[config.mk]
export PLATFORM = sky130hd
export DESIGN_NAME = imem_fetch_ctrl_flat
export DESIGN_NICKNAME = d
export VERILOG_FILES = /design/src/rtl/imem_pkg.sv /design/src/rtl/imem_fetch_ctrl_if.sv /design/src/rtl/fetch_skid_fifo.sv /design/src/rtl/imem_fetch_ctrl.sv /design/src/flat_wrapper.sv
export SDC_FILE = /design/constraint.sdc
export NUM_CORES = 1
export LEC_CHECK = 0
export ABC_CLOCK_PERIOD_IN_PS = 9900
export CORE_MARGIN = 5
export CORE_UTILIZATION = 41
export CTS_CLUSTER_SIZE = 12
export DETAILED_ROUTE_END_ITERATION = 8
export GPL_TIMING_DRIVEN = 0
export HOLD_SLACK_MARGIN = 0.03
export PLACE_DENSITY = 0.66
export SYNTH_ARGS = -nofsm -noshare
export SYNTH_HDL_FRONTEND = slang
export SYNTH_HIERARCHICAL = 1
export SYNTH_SLANG_ARGS = --single-unit
[constraint.sdc]
create_clock -name clk -period 9.9 [get_ports clk]
set_input_delay 1.485 -clock clk [delete_from_list [all_inputs] [get_ports clk]]
set_output_delay 1.485 -clock clk [all_outputs]
set_load 0.005 [all_outputs]
[src/rtl/imem_pkg.sv]
// Shared types and helpers for the instruction fetch controller.
package imem_pkg;

  localparam int INSTR_W = 32;
  localparam int ADDR_W  = 32;

  // Fetch sequencer states: fetching, draining before a fault, faulted.
  typedef enum logic [1:0] {
    RUN   = 2'd0,
    DRAIN = 2'd1,
    FAULT = 2'd2
  } fetch_state_t;

  // One buffered fetch result: the returned word and the PC it came from.
  typedef struct packed {
    logic [INSTR_W-1:0] instr;
    logic [ADDR_W-1:0]  pc;
  } fetch_entry_t;

  // A PC is fetchable when it is word aligned and the whole word lies in memory.
  function automatic logic pc_is_legal(input logic [ADDR_W-1:0] pc,
                                       input logic [ADDR_W-1:0] last_pc);
    return (pc[1:0] == 2'b00) && (pc <= last_pc);
  endfunction

endpackage

[src/rtl/imem_fetch_ctrl_if.sv]
// Bundle of memory, redirect, decode handshake and fault signals around the
// fetch controller. The controller uses the master view, its surroundings
// (memory, decode, branch unit) use the slave view.
interface imem_fetch_ctrl_if;
  import imem_pkg::*;

  // instruction memory side
  logic [ADDR_W-1:0]  imem_addr;
  logic [INSTR_W-1:0] imem_instr;

  // control-flow redirect
  logic               redir_valid;
  logic [ADDR_W-1:0]  redir_pc;

  // decode handshake
  logic               out_valid;
  logic               out_ready;
  logic [INSTR_W-1:0] out_instr;
  logic [ADDR_W-1:0]  out_pc;

  // fetch fault report
  logic               fault;
  logic [ADDR_W-1:0]  fault_pc;

  modport master (
    output imem_addr,
    input  imem_instr,
    input  redir_valid,
    input  redir_pc,
    output out_valid,
    input  out_ready,
    output out_instr,
    output out_pc,
    output fault,
    output fault_pc
  );

  modport slave (
    input  imem_addr,
    output imem_instr,
    output redir_valid,
    output redir_pc,
    input  out_valid,
    output out_ready,
    input  out_instr,
    input  out_pc,
    input  fault,
    input  fault_pc
  );

endinterface

[src/rtl/fetch_skid_fifo.sv]
// Two-entry registered FIFO holding fetched words until decode takes them.
// Flush discards everything; push and pop in the same cycle both happen.
module fetch_skid_fifo
  import imem_pkg::*;
(
  input  logic         clk,
  input  logic         rst,
  input  logic         push,
  input  fetch_entry_t push_entry,
  input  logic         pop,
  input  logic         flush,
  output logic [1:0]   count,
  output fetch_entry_t head
);

  localparam int DEPTH = 2;

  fetch_entry_t entry_reg [DEPTH];
  logic         wr_ptr_reg;
  logic         rd_ptr_reg;
  logic [1:0]   count_reg;
  logic         do_pop;

  // Popping an empty FIFO is ignored so the pointers can never skew.
  assign do_pop = pop && (count_reg != 2'd0);

  // Pointer and occupancy bookkeeping; flush empties without touching storage.
  always_ff @(posedge clk) begin
    if (rst || flush) begin
      wr_ptr_reg <= 1'b0;
      rd_ptr_reg <= 1'b0;
      count_reg  <= 2'd0;
    end else begin
      if (push) begin
        wr_ptr_reg <= ~wr_ptr_reg;
      end
      if (do_pop) begin
        rd_ptr_reg <= ~rd_ptr_reg;
      end
      count_reg <= count_reg + {1'b0, push} - {1'b0, do_pop};
    end
  end

  // Entry storage; cleared on reset so the head reads zero until first push.
  always_ff @(posedge clk) begin
    if (rst) begin
      for (int i = 0; i < DEPTH; i++) begin
        entry_reg[i] <= '0;
      end
    end else if (push && !flush) begin
      entry_reg[wr_ptr_reg] <= push_entry;
    end
  end

  // The fetch issue rule keeps a slot free for every word in flight.
  always_ff @(posedge clk) begin
    if (!rst && !flush) begin
      push_into_full: assert (!(push && (count_reg == 2'd2)));
    end
  end

  assign count = count_reg;
  assign head  = entry_reg[rd_ptr_reg];

endmodule

[src/rtl/imem_fetch_ctrl.sv]
// Instruction fetch controller: owns the fetch PC, drives the synchronous
// instruction memory, tracks the one outstanding read, buffers returned words
// for decode and stops cleanly on an unfetchable PC.
module imem_fetch_ctrl
  import imem_pkg::*;
#(
  parameter logic [ADDR_W-1:0] RESET_PC = 32'h0000_0000,
  parameter int unsigned       MEM_SIZE = 1024,
  parameter logic [ADDR_W-1:0] PC_STEP  = 32'd4
) (
  input  logic               clk,
  input  logic               rst,
  imem_fetch_ctrl_if.master  bus
);

  // Highest byte address at which a full word can still be fetched.
  localparam logic [ADDR_W-1:0] LAST_PC = ADDR_W'(MEM_SIZE - 32'd4);

  fetch_state_t      state_reg;
  logic [ADDR_W-1:0] fetch_pc_reg;
  logic              inflight_reg;
  logic [ADDR_W-1:0] inflight_pc_reg;
  logic              fault_reg;
  logic [ADDR_W-1:0] fault_pc_reg;

  logic [1:0]        fifo_count;
  fetch_entry_t      fifo_head;
  fetch_entry_t      push_entry;
  logic              pc_ok;
  logic              pop;
  logic              push;
  logic              issue;
  logic [2:0]        occupancy_next;

  assign pc_ok = pc_is_legal(fetch_pc_reg, LAST_PC);
  assign pop   = bus.out_valid && bus.out_ready;

  // Slots committed after this cycle: stored words plus the word returning
  // now, minus the one decode takes. A new request needs one slot spare.
  assign occupancy_next = {1'b0, fifo_count} + {2'b00, inflight_reg} - {2'b00, pop};

  assign issue = (state_reg == RUN) && pc_ok && (occupancy_next <= 3'd1)
                 && !bus.redir_valid;

  // The memory answers the previous cycle's request; a redirect kills it.
  assign push       = inflight_reg && !bus.redir_valid;
  assign push_entry = '{instr: bus.imem_instr, pc: inflight_pc_reg};

  fetch_skid_fifo u_fifo (
    .clk        (clk),
    .rst        (rst),
    .push       (push),
    .push_entry (push_entry),
    .pop        (pop),
    .flush      (bus.redir_valid),
    .count      (fifo_count),
    .head       (fifo_head)
  );

  // Fetch sequencer: redirect beats everything except reset, then the
  // RUN -> DRAIN -> FAULT progression, otherwise normal sequential issue.
  always_ff @(posedge clk) begin
    if (rst) begin
      state_reg       <= RUN;
      fetch_pc_reg    <= RESET_PC;
      inflight_reg    <= 1'b0;
      inflight_pc_reg <= '0;
      fault_reg       <= 1'b0;
      fault_pc_reg    <= '0;
    end else if (bus.redir_valid) begin
      state_reg    <= RUN;
      fetch_pc_reg <= bus.redir_pc;
      inflight_reg <= 1'b0;
      fault_reg    <= 1'b0;
    end else begin
      inflight_reg <= issue;
      case (state_reg)
        RUN: begin
          if (!pc_ok) begin
            state_reg <= DRAIN;
          end else if (issue) begin
            inflight_pc_reg <= fetch_pc_reg;
            fetch_pc_reg    <= fetch_pc_reg + PC_STEP;
          end
        end
        DRAIN: begin
          // Report the fault only once every good word has reached decode.
          if ((fifo_count == 2'd0) && !inflight_reg && !pop) begin
            state_reg    <= FAULT;
            fault_reg    <= 1'b1;
            fault_pc_reg <= fetch_pc_reg;
          end
        end
        FAULT: begin
          state_reg <= FAULT;
        end
        default: begin
          state_reg <= RUN;
        end
      endcase
    end
  end

  assign bus.imem_addr = fetch_pc_reg;
  assign bus.out_valid = (fifo_count != 2'd0);
  assign bus.out_instr = fifo_head.instr;
  assign bus.out_pc    = fifo_head.pc;
  assign bus.fault     = fault_reg;
  assign bus.fault_pc  = fault_pc_reg;

endmodule

[src/flat_wrapper.sv]
// flat-port wrapper written by rule: the top's interface ports become plain ports
module imem_fetch_ctrl_flat import imem_pkg::*;
#(
  parameter logic [ADDR_W-1:0] RESET_PC = 32'h0000_0000,
  parameter int unsigned       MEM_SIZE = 1024,
  parameter logic [ADDR_W-1:0] PC_STEP  = 32'd4
)
  (clk, rst, bus_imem_addr, bus_imem_instr, bus_redir_valid, bus_redir_pc, bus_out_valid, bus_out_ready, bus_out_instr, bus_out_pc, bus_fault, bus_fault_pc);
  imem_fetch_ctrl_if bus_i ();
  input  logic clk;
  input  logic rst;
  output wire logic [$bits(bus_i.imem_addr)-1:0] bus_imem_addr;
  input wire logic [$bits(bus_i.imem_instr)-1:0] bus_imem_instr;
  input wire logic [$bits(bus_i.redir_valid)-1:0] bus_redir_valid;
  input wire logic [$bits(bus_i.redir_pc)-1:0] bus_redir_pc;
  output wire logic [$bits(bus_i.out_valid)-1:0] bus_out_valid;
  input wire logic [$bits(bus_i.out_ready)-1:0] bus_out_ready;
  output wire logic [$bits(bus_i.out_instr)-1:0] bus_out_instr;
  output wire logic [$bits(bus_i.out_pc)-1:0] bus_out_pc;
  output wire logic [$bits(bus_i.fault)-1:0] bus_fault;
  output wire logic [$bits(bus_i.fault_pc)-1:0] bus_fault_pc;
  assign bus_imem_addr = bus_i.imem_addr;
  assign bus_i.imem_instr = bus_imem_instr;
  assign bus_i.redir_valid = bus_redir_valid;
  assign bus_i.redir_pc = bus_redir_pc;
  assign bus_out_valid = bus_i.out_valid;
  assign bus_i.out_ready = bus_out_ready;
  assign bus_out_instr = bus_i.out_instr;
  assign bus_out_pc = bus_i.out_pc;
  assign bus_fault = bus_i.fault;
  assign bus_fault_pc = bus_i.fault_pc;
  imem_fetch_ctrl #(.RESET_PC(RESET_PC), .MEM_SIZE(MEM_SIZE), .PC_STEP(PC_STEP)) u_core (.clk(clk), .rst(rst), .bus(bus_i));
endmodule
### After elaboration in Yosys (flattened, before gate mapping)

Memories as Yosys holds them, arrays and structs flattened. A register that Yosys moved wholly into a read port is not among the register bits.
Cells that the tools add are included.

* output and inout bits: 130
* memories kept: 1
* memory bits (writable): 128
* bits of input ports: 68
* register bits: 104

Memory list
* u_core.u_fifo.entry_reg: depth 2, width 64, rd ports 1, clocked after Yosys merged registers in 1, wr ports 2, line fetch_skid_fifo.sv:18 `fetch_entry_t entry_reg [DEPTH];`

* bitwise operators: 3
* muxes and demuxes: 17
* reduce and logical (&&, ||, !) cells: 28
* $lt $le $gt $ge: 2
* add/sub/neg operators: 5
* equal/unequal tests: 4

Operators by type and width (number)
* 32-bit two-way mux: 4
* 64-bit two-way mux: 1
* 64-bit OR reduction: 1
* 32-bit by 3-bit adder with 32-bit output, second input constant: 1
* 32-bit by 10-bit less-or-equal comparator with 1-bit output, second input constant: 1
* 1-bit logical AND: 10
* 1-bit two-way mux: 9
* 2-bit nonzero test: 4
* 2-bit logical NOT: 3
* 2-bit case mux with 3 select lines: 1
* 3-bit AND reduction: 2
* 2-bit two-way mux: 2
* 2-bit AND reduction: 2
* 4-bit AND reduction: 1
* 2-bit by 1-bit adder with 3-bit output: 1
* 3-bit by 1-bit less-or-equal comparator with 1-bit output, second input constant: 1
* 1-bit logical NOT: 3
* 1-bit inverter: 3
* 3-bit by 1-bit subtractor with 3-bit output: 1
* 2-bit by 1-bit adder with 2-bit output: 1
* 2-bit by 1-bit == test with 1-bit output, second input constant: 1
* 2-bit == test, second input constant: 1
* 2-bit by 1-bit inequality test with 1-bit output, second input constant: 1
* 2-bit inequality test, second input constant: 1
* 3 further kinds: 3

### Depth between registers and ports, before layout

* depth in word-level cells: 10
* gate-level depth with buffers: 14
* depth with buffers taken out: 12

### By module

The synthesis kept the hierarchy.

By module, submodules not included
* fetch_skid_fifo: cells an instance 380, instances 1, area each 5900.7 µm²
* imem_fetch_ctrl: cells an instance 403, instances 1, area each 3828.7 µm²

### Worst setup path before layout

OpenSTA, ideal clock, no wires.

* kind: input -> register
* start point: input port bus_redir_valid
* end point: memory u_core/u_fifo/entry_reg[0][0] (netlist bit) (enable)
* setup slack: 5345 ps
* data required time: 9479 ps
* setup time: 421 ps
* data arrival time: 4134 ps
* stages: 7
* cell sequence: clkbuf_1 clkbuf_1 buf_1 nor2b_1 nor2b_1 clkbuf_1 a21o_1

RTL lines
* from (decl): line flat_wrapper.sv:14 `input wire logic [$bits(bus_i.redir_valid)-1:0] bus_redir_valid;`
* to (decl): line fetch_skid_fifo.sv:18

==> out/metrics.yaml <==
global_routing:
  gr-usage-all-layers: 0.1754
  first_global_vias: 7094
  grt_use_met3: 0.05696
  use_met2: 0.2899
  gr-max-usage-layer: "met2"
  grt_start_max_net_pins: 65
  antenna_found_initial: 1
  use_met1: 0.2274
  grt_pass1_wl_mm: 37.42
  grt_overflow: 0
detailed_routing:
  via_count: 6708
  drt_iter0_markers: 313
  routed_wl_mm: 23.95
  avgRoutedWirePerCell_um: 17.81
  first_pass_iters: 5
  viasPerCell: 4.987
  ant_nets: 0
  drc: 0
sta:
  setup_viol: 0
  worstMarginPinSlew_ps: 862.0
  timing.final.crit_share: 0.4647
  clock.fmax_mhz: 217.4
  whs_ps: 451.9
  slew_headroom: 0.4253
  min_period_ps: 4601
  setup_ws_ps: 5299
  fin_skew_ps: 16.18
  rsz0062_at_grt: "false"
  slew_violations: 0
  hold_viol: 0
  finalSetupTns_ps: 0
logic_synthesis:
  synth-compound-area-share: 0.03164
  yosysMostFrequentCell: "and3_1"
  synth_top_area_share: 0.3951
  synth.area.mux_share: 0.1103
  syn_avg_cell_area_um2: 12.43
  synth_fa_ha_area_frac: 0.01106
  yosys.area.top_type: "edfxtp_1"
  synth_flop_cell: "edfxtp_1"
  ys_ff_latch: 233
  synth-xor-area-share: 0.005916
  synth_common_cells: "and3_1, edfxtp_1, dfxtp_1, nand2_1, mux2_2"
  synth_area_leaders: "edfxtp_1, dfxtp_1, and3_1"
  yosysUniqueCellTypes: 45
  synth-async-reset-ratio: 0
  syn_area_mm2: 0.009729
  yosys_warnings: 6
  synth_edf_count: 128
  postSynthCellCount: 783
  synth_top_family_by_area: "simple AND/OR/NAND/NOR gates"
  synth_seq_area_share: 0.6111
  synth-simple-area-share: 0.1851
  synth_fp_nets: 859
worst_setup_path:
  criticalPathCategory: "in2reg"
  crit_fanout: 64
  worst_setup_path_start_kind: "primary input"
  worst_ep_arrival_time_ps: 4720
  end_kind: "flop"
  crit_required_ps: 10020
place:
  portBuffers: 197
  dpl_cell_area_mm2: 0.01212
  dp_hpwl_mm: 16.45
  dpl_worst_slack_ps: 4734
  place.gp.congestion: 0.8172
cts:
  htreeDepth: 1
  cts_sinks: 233
  cts_resized: 0
  post_cts_buffers: 0
  numCtsBuffers: 25
  clk_latency_ps: 510
  tritoncts: "yes"
  ctsHoldBuffers: 0
  cts_max_path_buffers: 3
  path_clk_slew_ps: 60
  cts_root_buf: "clkbuf_16"
cells_and_area:
  diodes: 0
  syn_to_final_growth_pct: 32.37
  stdcell_area_mm2: 0.01288
  multi_input_area_mm2: 0.003362
  register_area_mm2: 0.005946
  final_util: 0.5503
  nNetsFinal: 1083
  fillers: 2032
  largest_reg_flops: 128
  drive_gt1_frac: 0.1657
flow_run:
  maxCapViolations: 0
floorplanning:
  dieArea_mm2: 0.02691
  initial_core_util: 0.4157
  die_h_um: 164.0
  io_pins: 198
  coreArea_mm2: 0.02340
  rows: 56
  die_x_um: 164.0
power_and_ir_drop:
  power_leakage_nw: 5.233
  powerDensity_mw_per_mm2: 162.5
  ir_drop_uv: 119.5
hold_path:
  hold_path.class: "reg2reg"
outcome:
  outcome: "complete, no violations"
[final timing paths]
check	cells past startpoint	slack, ps	from	end
worst max-delay path	8	5300	bus_redir_valid	u_core/u_fifo/entry_reg[0][37]
worst min-delay path	2	450	u_core/bus.fault_pc[5]	u_core/bus.fault_pc[5]
worst max register to register	12	6510	u_core/u_fifo/count[1]	u_core/bus.imem_addr[8]
worst min register to register	2	450	u_core/bus.fault_pc[5]	u_core/bus.fault_pc[5]
[cell usage in the layout, fill, tap and decap left out, drive strengths merged, types with 3 or more instances in the layout]
master	n
clkinv	7
and2	28
buf	39
nor3	12
inv	17
a211oi	3
a2111oi	3
nand2	68
mux2i	33
nor4b	4
nand4	6
xnor2	4
nor2	41
mux2	66
ha	7
dfxtp	105
a21oi	37
clkdlybuf4s50	197
edfxtp	128
clkbuf	56
and3	132
nor4	12
[logic make-up (layout without fill, tap and decap cells)]
family	count (synthesis)	in the layout
fa+ha+maj	8	8
compound gates	52	52
mux	99	99
flops	233	233
xor+xnor	5	5
simple gates	312	312
buf+inv	74	317
[layer usage]
layer / routed length, um / vias up / share of wire
met2: 11320 / 193 / 0.47
met5: 13 / - / 0.00054
met1: 10250 / 3208 / 0.43
met3: 2033 / 26 / 0.085
li1: - / 3279 / -
met4: 338 / 2 / 0.014
[area by class of cell]
type                       count  area share
tap                          319     0.03099
clock buffer                  37     0.05392
inverter                      16    0.004663
sequential                   233      0.4617
multi-input combinational    476      0.2611
timing repair buffer         197      0.1531
buffer                        58     0.02924
clock inverter                 9    0.005343
[per-stage QoR]
stage	cells	total power [mW]
6_report	1345	2.092
5_1_grt	1345	2.176
4_1_cts	1345	2.116
3_5_place_dp	1299	1.244
3_3_place_gp	1299	1.244
2_1_floorplan	783	1.148
[worst max-delay path, cell delays in order]
cell and delay [ps]:
clkdlybuf4s50_1 560, clkbuf_1 270, clkbuf_1 270, buf_1 360, nor2b_1 370, nor2b_1 230, clkbuf_1 380, a21o_4 770
[where the power goes]
part           switching (mW)  total [mW]  leakage, nW  internal (mW)
clock network           0.359       0.870        0.374          0.510
logic                  0.0712       0.154         2.69         0.0831
registers              0.0212        1.07         2.17           1.05
No activity file was read; power rests on OpenSTA's default activity.
